**config.mk**
```make
export PLATFORM = sky130hd
export DESIGN_NAME = hazard_ctrl
export DESIGN_NICKNAME = d
export VERILOG_FILES = /design/src/rtl/hazard_ctrl.sv
export SDC_FILE = /design/constraint.sdc
export NUM_CORES = 1
export LEC_CHECK = 0
export ABC_AREA = 1
export BUFFER_PORTS_ARGS = -buffer_cell sky130_fd_sc_hd__buf_4
export CAP_MARGIN = 25
export CORE_UTILIZATION = 44
export DETAILED_ROUTE_END_ITERATION = 8
export PLACE_DENSITY = 0.8
export RECOVER_POWER = 100
export SETUP_SLACK_MARGIN = 0.2
export SYNTH_ARGS = -nofsm -noshare
export SYNTH_HDL_FRONTEND = slang
export SYNTH_SLANG_ARGS = --single-unit
```
**constraint.sdc**
```tcl
create_clock -name clk -period 1.6 [get_ports clk]
set_clock_uncertainty 0.05 [all_clocks]
set_input_delay 0 -clock clk [delete_from_list [all_inputs] [get_ports clk]]
set_output_delay 0 -clock clk [all_outputs]
set_load 0.01 [all_outputs]
```
**src/rtl/hazard_ctrl.sv**
```systemverilog
// Hazard control for a 5-stage pipeline: operand forwarding, load-use and
// branch stalls/flushes, and a data-memory wait FSM with a sticky timeout error.
module hazard_ctrl #(
  parameter int TIMEOUT = 15,
  parameter int CNT_W   = 16
) (
  input  logic             clk,
  input  logic             reset,
  input  logic [3:0]       RA1D,
  input  logic [3:0]       RA2D,
  input  logic [3:0]       RA1E,
  input  logic [3:0]       RA2E,
  input  logic [3:0]       WA3E,
  input  logic [3:0]       WA3M,
  input  logic [3:0]       WA3W,
  input  logic             RegWriteM,
  input  logic             RegWriteW,
  input  logic             MemtoRegE,
  input  logic             PCSrcD,
  input  logic             PCSrcE,
  input  logic             PCSrcM,
  input  logic             BranchTakenE,
  input  logic             MemReqM,
  input  logic             MemReadyM,
  output logic [1:0]       ForwardAE,
  output logic [1:0]       ForwardBE,
  output logic             StallF,
  output logic             StallD,
  output logic             StallE,
  output logic             StallM,
  output logic             FlushD,
  output logic             FlushE,
  output logic             FlushW,
  output logic             MemErr,
  output logic [CNT_W-1:0] StallCount,
  output logic [1:0]       mem_state_dbg
);

  typedef enum logic [1:0] {
    IDLE = 2'd0,
    WAIT = 2'd1,
    ERR  = 2'd2
  } mem_state_e;

  localparam logic [3:0]       TIMEOUT_C = 4'(TIMEOUT);
  localparam logic [CNT_W-1:0] CNT_ONE   = {{(CNT_W-1){1'b0}}, 1'b1};
  localparam logic [CNT_W-1:0] CNT_MAX   = {CNT_W{1'b1}};

  mem_state_e       state_q, state_d;
  logic [3:0]       wait_cnt_q, wait_cnt_d;
  logic             mem_err_q, mem_err_d;
  logic [CNT_W-1:0] stall_cnt_q, stall_cnt_d;

  logic ldr_stall;
  logic pc_pend;
  logic mem_stall;
  logic any_stall;

  // Memory-stage result is younger than writeback, so it wins.
  assign ForwardAE = (RegWriteM && (RA1E == WA3M)) ? 2'b10 :
                     (RegWriteW && (RA1E == WA3W)) ? 2'b01 : 2'b00;
  assign ForwardBE = (RegWriteM && (RA2E == WA3M)) ? 2'b10 :
                     (RegWriteW && (RA2E == WA3W)) ? 2'b01 : 2'b00;

  assign ldr_stall = ((RA1D == WA3E) || (RA2D == WA3E)) && MemtoRegE;
  assign pc_pend   = PCSrcD || PCSrcE || PCSrcM;
  assign mem_stall = ((state_q == IDLE) && MemReqM && !MemReadyM) ||
                     ((state_q == WAIT) && !MemReadyM) ||
                     (state_q == ERR);

  // A memory stall freezes everything; flushes wait until it lifts.
  always_comb begin
    StallF = 1'b0;
    StallD = 1'b0;
    StallE = 1'b0;
    StallM = 1'b0;
    FlushD = 1'b0;
    FlushE = 1'b0;
    FlushW = 1'b0;
    if (mem_stall) begin
      StallF = 1'b1;
      StallD = 1'b1;
      StallE = 1'b1;
      StallM = 1'b1;
      FlushW = 1'b1;
    end else begin
      StallF = ldr_stall || pc_pend;
      StallD = ldr_stall;
      FlushE = ldr_stall || BranchTakenE;
      FlushD = pc_pend || BranchTakenE;
    end
  end

  assign any_stall = StallF || StallD || StallE || StallM;

  always_comb begin
    state_d    = state_q;
    wait_cnt_d = wait_cnt_q;
    case (state_q)
      IDLE: begin
        if (MemReqM && !MemReadyM) begin
          state_d    = WAIT;
          wait_cnt_d = 4'd1;
        end
      end
      WAIT: begin
        if (MemReadyM) begin
          state_d    = IDLE;
          wait_cnt_d = 4'd0;
        end else if (wait_cnt_q == TIMEOUT_C) begin
          state_d = ERR;
        end else begin
          wait_cnt_d = wait_cnt_q + 4'd1;
        end
      end
      ERR: state_d = ERR;
      default: begin
        state_d    = IDLE;
        wait_cnt_d = 4'd0;
      end
    endcase
    mem_err_d   = (state_d == ERR);
    stall_cnt_d = stall_cnt_q;
    if (any_stall && (stall_cnt_q != CNT_MAX)) begin
      stall_cnt_d = stall_cnt_q + CNT_ONE;
    end
  end

  always_ff @(posedge clk or negedge reset) begin
    if (!reset) begin
      state_q     <= IDLE;
      wait_cnt_q  <= 4'd0;
      mem_err_q   <= 1'b0;
      stall_cnt_q <= '0;
    end else begin
      state_q     <= state_d;
      wait_cnt_q  <= wait_cnt_d;
      mem_err_q   <= mem_err_d;
      stall_cnt_q <= stall_cnt_d;
    end
  end

  assign MemErr        = mem_err_q;
  assign StallCount    = stall_cnt_q;
  assign mem_state_dbg = state_q;

endmodule

```
==> results by group, run 1 <==
Status
  • Status: finished, final reports clean

Synth
  • Avg Synthesized Cell Area: 6.705 um^2
  • Yosys cell types: 30
  • Syn Std Cell Area: 1777 um^2
  • Cells after synthesis: 265
  • Post-synth top area share: 32.39%
  • Largest cells by area after synthesis: dfrtp_1 32%, nand2_1 20%, nand3_1 7.0%
  • Sequential element share of the synthesized area: 32.39%
  • Syn_nets: 306
  • Area leader, netlist: dfrtp_1
  • Seq cells post-synth: 23
  • Yosys warns: 0

Floorplan
  • # rows: 22
  • Die H: 65.55 um
  • Starting density of the core: a little under half
  • Total Die Area: 4296 um^2
  • IO Count: 69
  • Die width: 65.55 um
  • Core Area: roughly 3800 um^2

Worst setup path
  • Most used cell, CP: nand2_1
  • CP cell instances: buf_4, nand2_1, nor3_2, buf_4, nand2_1, xnor2_1, nand3_2, nand2_1
  • CP startpoint: StallCount[4]
  • Reg2Reg Depth: 8
  • Max incr delay on CP: 0.38 ns
  • Setup Crit Path Kind: reg2reg
  • R2R Setup Slk: about 0.05 ns
  • Worst EP arrival: 1.72 ns
  • Worst R2R End: StallCount[11]
  • Slowest cell on crit path: dfrtp_1
  • Critical Path RT: 1.76 ns
  • Launching element type of the critical path: flop
  • Crit end category: flop
  • Reg2reg start: StallCount[4]
  • Critical path's top delay family: simple AND/OR/NAND/NOR gates
  • WP buf/inv: 2
  • Crit path max fanout: 5

Detailed routing
  • Antenna viol nets, final: 0
  • Drt via density: 5.083
  • Total routed wirelength: 5549 um
  • Drt wl/cell: 13.18 um
  • 1st-pass router iterations: 4
  • Vias: ~2100
  • DR iter-0 viols: 177
  • # DRC: 0

Placed design
  • Placer's final routability congestion estimate: 0.8352
  • Placed wire-length estimate: 3542 um
  • Port bufs: 68

Clock network
  • Clk sinks: 23
  • TritonCTS clock tree: built
  • Root buf cell: clkbuf_8
  • Htree depth: 1
  • CTS clk-pin slew, worst paths: roughly 0.090 ns
  • Worst-case clock buffer depth: 2
  • TritonCTS Buffers: 3
  • Skew-Pair Late Insertion Delay: roughly 0.27 ns

GRT
  • Gr usage total: around a quarter
  • First-pass GRT wire length: between 8000 and 9000 um
  • Largest net degree at the start of global routing: 24
  • Grt ovf: 0
  • Vias in the first global route: 2090
  • Initial antenna violation count: 0

Timing
  • Endpoints failing hold: 0
  • Unrepaired setup endpoints after global routing: true
  • # setup viols final: 0
  • Fin crit period: 1.551 ns
  • Worst Max-Slew Pin Slew: 0.5675 ns
  • Final Max Slew Viols: 0
  • Max Freq: 644.8 MHz
  • Period utilisation layout: a little over nine tenths
  • Max-Slew Margin vs Limit: 62.17%

Finish
  • Syn-to-layout area delta: 64.01%
  • Layout cell share with drive strength beyond 1: 38.34%
  • Fill cells: 267
  • Nets: 415
  • Final core occ: 77.27%
  • Ant. Diodes: 0

Power
  • Tot Pwr: 2465 uW
  • Power Dens Cells: 845.7 nW/um^2
  • VDD IR-drop max: 0.5254 mV
  • Leakage: roughly 0.0015 uW

Flow run
  • Max_cap viols: 0

Worst hold path
  • Hold Crit Class: in2async
==> layout by cell type (no fill, tap or decap), types with 4 or more instances in the layout <==
cell type	instances
xnor2_1	12
buf_4	69
nand3_4	4
nand2_2	11
nor2_2	5
buf_6	11
nor2_1	15
clkbuf_1	19
nand2_1	83
inv_1	31
o21ai_0	7
nand3_1	15
nor3_2	5
nand3_2	9
xor2_1	6
a21oi_1	4
dfrtp_1	21
==> stage by stage <==
step	setup TNS [ns]	cell area (um^2)	hold WS, ns	setup WS [ns]	std cells
final	0	2914	0.1995	0.04921	421
after detailed placement	0	2545	-0.1436	0.06021	400
after floorplan	0	1814	-0.3456	0.09301	265
after global routing	-0.05374	2914	0.2623	-0.02592	421
after CTS	0	2845	0.1138	0.1316	418
after global placement	0	2545	-0.1437	0.1139	400
==> state kept, by name, indices dropped and copies added, names as in the netlist <==
register and cells:
MemErr 1, StallCount 16, wait_cnt_q 4, mem_state_dbg 2
==> worst max path at each step <==
stage                endpoint  slack (ns)  cells past startpoint
2_1_floorplan   StallCount[3]        0.09                      7
3_3_place_gp    StallCount[7]        0.11                      7
3_5_place_dp    StallCount[7]        0.06                      7
4_1_cts         StallCount[9]        0.13                      7
5_1_grt        StallCount[11]       -0.03                      8
6_report       StallCount[11]        0.05                      8
==> report_power, final <==
group	internal (uW)	leakage [uW]	switching, uW	total [uW]
combinational	643	0.00122	650	1290
clock	174	0.0000255	188	362
sequential	691	0.000303	119	810
total	1510	0.00154	957	2460
==> cell families after synthesis <==
group / after synthesis / share of synthesized area (%)
flip-flops: 23 / 32.39
AO/OA/AOI/OAI: 20 / 6.408
adder cells (fa/ha/maj): 2 / 1.408
XOR/XNOR: 18 / 8.873
AND/OR/NAND/NOR: 162 / 41.34
buffers and inverters: 40 / 9.577
==> cell type report <==
| cell class | count | area [um^2] | area share (%) |
|---|---|---|---|
| multi-input cells | 203 | 1235 | 42.38 |
| repair buffers | 108 | 855.8 | 29.37 |
| flip-flops and latches | 23 | 578.1 | 19.84 |
| inverters | 35 | 138.9 | 4.766 |
| well taps | 48 | 60.06 | 2.061 |
| clock buffers | 3 | 41.29 | 1.417 |
| clock inverters | 1 | 5.005 | 0.1717 |
==> routing by layer <==
metal  track usage, %  wire (um)  vias up
met4            8.696         61        0
met3            3.646        299        6
met2            45.75       2808       80
met5                0          0        -
met1            33.62       2381      992
li1                 -          -     1062
==> what timing repair did <==
item | 4_1_cts | 5_1_grt
setup buffers | 10 | 2
cloned | 1 | 1
endpoints found under the setup margin | 24 | 27
endpoints found under the hold margin | 24 | 0
hold buffers | 3 | 0
resized for setup | 25 | 38
pin swaps | 18 | 4
==> Yosys cell counts, drive strengths merged <==
cell / number
nor2: 21
nor4: 1
nand3: 28
or2: 2
o31ai: 1
o2111ai: 1
buf: 5
inv: 35
xnor2: 12
ha: 2
dfrtp: 23
nor3: 9
xor2: 6
nand2: 97
nand4: 4
a21oi: 5
o21ai: 10
o22ai: 3
(Power assumes the default switching activity.)
==> run 2: changes to the inputs <==
- REMOVE_ABC_BUFFERS: default -> 1
- SKIP_LAST_GASP: default -> 1
==> results by group, run 2 (synthesis gave the netlist of run 1 again) <==
Floorplan
  • Core Area: 3771 um^2 (unchanged)
  • Starting density of the core: 47.11% (unchanged)
  • IO Count: 69 (unchanged)
  • # rows: 22 (unchanged)
  • Die width: 65.55 um (unchanged)
  • Total Die Area: 4296 um^2 (unchanged)
  • Die H: 65.55 um (unchanged)

Clock network
  • CTS clk-pin slew, worst paths: 0.09 ns (about the same)
  • TritonCTS clock tree: built
  • Htree depth: 1 (unchanged)
  • Skew-Pair Late Insertion Delay: 0.28 ns (about the same)
  • Worst-case clock buffer depth: 2 (unchanged)
  • TritonCTS Buffers: 3 (unchanged)
  • Clk sinks: 23 (unchanged)
  • Root buf cell: clkbuf_8

Power
  • VDD IR-drop max: 0.7973 mV (+52%)
  • Power Dens Cells: 876.4 nW/um^2 (+3.6%)
  • Leakage: 0.001558 uW (+0.84%)
  • Tot Pwr: 2560 uW (+3.9%)

Worst setup path
  • Slowest cell on crit path: dfrtp_1
  • Worst EP arrival: 1.73 ns (about the same)
  • CP cell instances: ha_4, nand3_4, nor3_4, nand4_4, nand2_4, nand2_1, nand2_1
  • Reg2Reg Depth: 7 (-1)
  • Launching element type of the critical path: flop
  • Reg2reg start: StallCount[0]
  • Most used cell, CP: nand2_1
  • Crit path max fanout: 15 (+10)
  • Setup Crit Path Kind: reg2reg
  • Crit end category: flop
  • Worst R2R End: StallCount[6]
  • R2R Setup Slk: 0.04 ns (about the same)
  • Critical Path RT: 1.77 ns (about the same)
  • Max incr delay on CP: 0.44 ns (+0.06 ns)

Detailed routing
  • Drt via density: 5.188 (+2.1%)
  • DR iter-0 viols: 94 (-47%)
  • 1st-pass router iterations: 4 (unchanged)
  • Drt wl/cell: 13.69 um (+3.9%)
  • # DRC: 0 (unchanged)
  • Antenna viol nets, final: 0 (unchanged)
  • Vias: 2179 (+1.8%)
  • Total routed wirelength: 5751 um (+3.6%)

Placed design
  • Port bufs: 68 (unchanged)
  • Placer's final routability congestion estimate: 0.8661 (+3.7%)
  • Placed wire-length estimate: 3485 um (-1.6%)
  • Placed Area: 2459 um^2 (-3.4%)

Finish
  • Syn-to-layout area delta: 64.44%
  • Max reg flops: 16 (unchanged)
  • Commonest non-fill, non-tap cells in the layout: 90 x nand2_1, 78 x buf_4, 30 x inv_1, 19 x dfrtp_1, 17 x buf_6
  • Fin area: 2922 um^2 (+0.26%)
  • Commonest non-fill, non-tap cell in the layout: nand2_1
  • Fill cells: 258 (-3.4%)
  • Layout cell share with drive strength beyond 1: 41.13% (+2.8 points)
  • Nets: 414 (-0.24%)
  • Ant. Diodes: 0 (unchanged)

Timing
  • Endpoints failing hold: 0 (unchanged)
  • Max-Slew Margin vs Limit: 79.35% (+17 points)
  • Period utilisation layout: 97.42% (+0.49 points)
  • Max Freq: 641.6 MHz (-0.51%)
  • Unrepaired setup endpoints after global routing: true
  • TNS Setup: 0 ns (unchanged)
  • Fin crit period: 1.559 ns (+0.007880 ns)
  • Final Max Slew Viols: 0 (unchanged)
  • # setup viols final: 0 (unchanged)
  • Worst Max-Slew Pin Slew: 0.3098 ns (-0.2577 ns)

Worst hold path
  • WHS Endpoint: mem_state_dbg[0]
  • Hold Crit Class: in2reg
  • Hold Crit Start: MemReadyM
  • Hold path depth: 4

GRT
  • Largest net degree at the start of global routing: 24 (unchanged)
  • Gr usage total: 26.05% (-0.40 points)
  • First-pass GRT wire length: 8528 um (-4.8%)
  • Initial antenna violation count: 0 (unchanged)
  • Vias in the first global route: 1940 (-7.2%)
  • Grt ovf: 0 (unchanged)

Status
  • Status: finished, final reports clean

Flow run
  • Max_cap viols: 0 (unchanged)
[run 2: timing repair]
| action | CTS | global route |
|---|---|---|
| gates resized for setup | 48 | 24 |
| hold buffers | 3 | 0 |
| setup buffers | 12 | 5 |
| endpoints found under the hold margin | 24 | 0 |
| pin swaps | 8 | 6 |
| endpoints found under the setup margin | 24 | 27 |
[run 2: final cells by class]
| type | instances | area [um^2] | share of cell area, % |
|---|---|---|---|
| Tap cell | 48 | 60.06 | 2.056 |
| Multi-Input combinational cell | 202 | 1237 | 42.36 |
| Timing Repair Buffer | 108 | 860.8 | 29.46 |
| Clock inverter | 1 | 5.005 | 0.1713 |
| Inverter | 35 | 136.4 | 4.668 |
| Clock buffer | 3 | 41.29 | 1.413 |
| Sequential cell | 23 | 580.6 | 19.87 |
[run 2: power by group]
group | switching (uW) | internal, uW
logic | 633 | 686
clock network | 209 | 175
registers | 164 | 693
[run 2: worst max path at each step]
| stage | from | endpoint | slack (ns) | depth (start not counted) |
|---|---|---|---|---|
| detailed placement | mem_state_dbg[1] | StallCount[11] | 0.06 | 7 |
| floorplan | StallCount[0] | StallCount[11] | -0.002 | 7 |
| global placement | mem_state_dbg[1] | StallCount[11] | 0.11 | 7 |
| global route | StallCount[0] | StallCount[14] | -0.05 | 7 |
| finish | StallCount[0] | StallCount[6] | 0.04 | 7 |
| CTS | mem_state_dbg[1] | FlushD | 0.11 | 7 |
[run 2: through the flow]
step	setup WS [ns]	utilization (%)	hold slack, ns	instances
6_report	0.04133	77.47	0.002420	420
3_5_place_dp	0.06054	65.20	-0.1398	396
5_1_grt	-0.05175	77.47	0.01556	420
4_1_cts	0.1113	75.08	0.004180	415
3_3_place_gp	0.1140	65.20	-0.1391	396
2_1_floorplan	-0.002288	-	-0.3456	260
[run 2: worst max-delay path: cells and delay by family (launching register included)]
family / cells / cell delay (ns)
adders and majority gates: 1 / 0.18
and+or+nand+nor: 6 / 0.82
DFF: 1 / 0.44
[run 2: per-layer routing]
metal / up-vias / track usage, % / wire [um]
met4: 0 / 10.87 / 159
met2: 83 / 46.39 / 2882
met5: - / 0 / 0
li1: 1056 / - / -
met3: 18 / 3.819 / 382
met1: 1022 / 30.94 / 2327
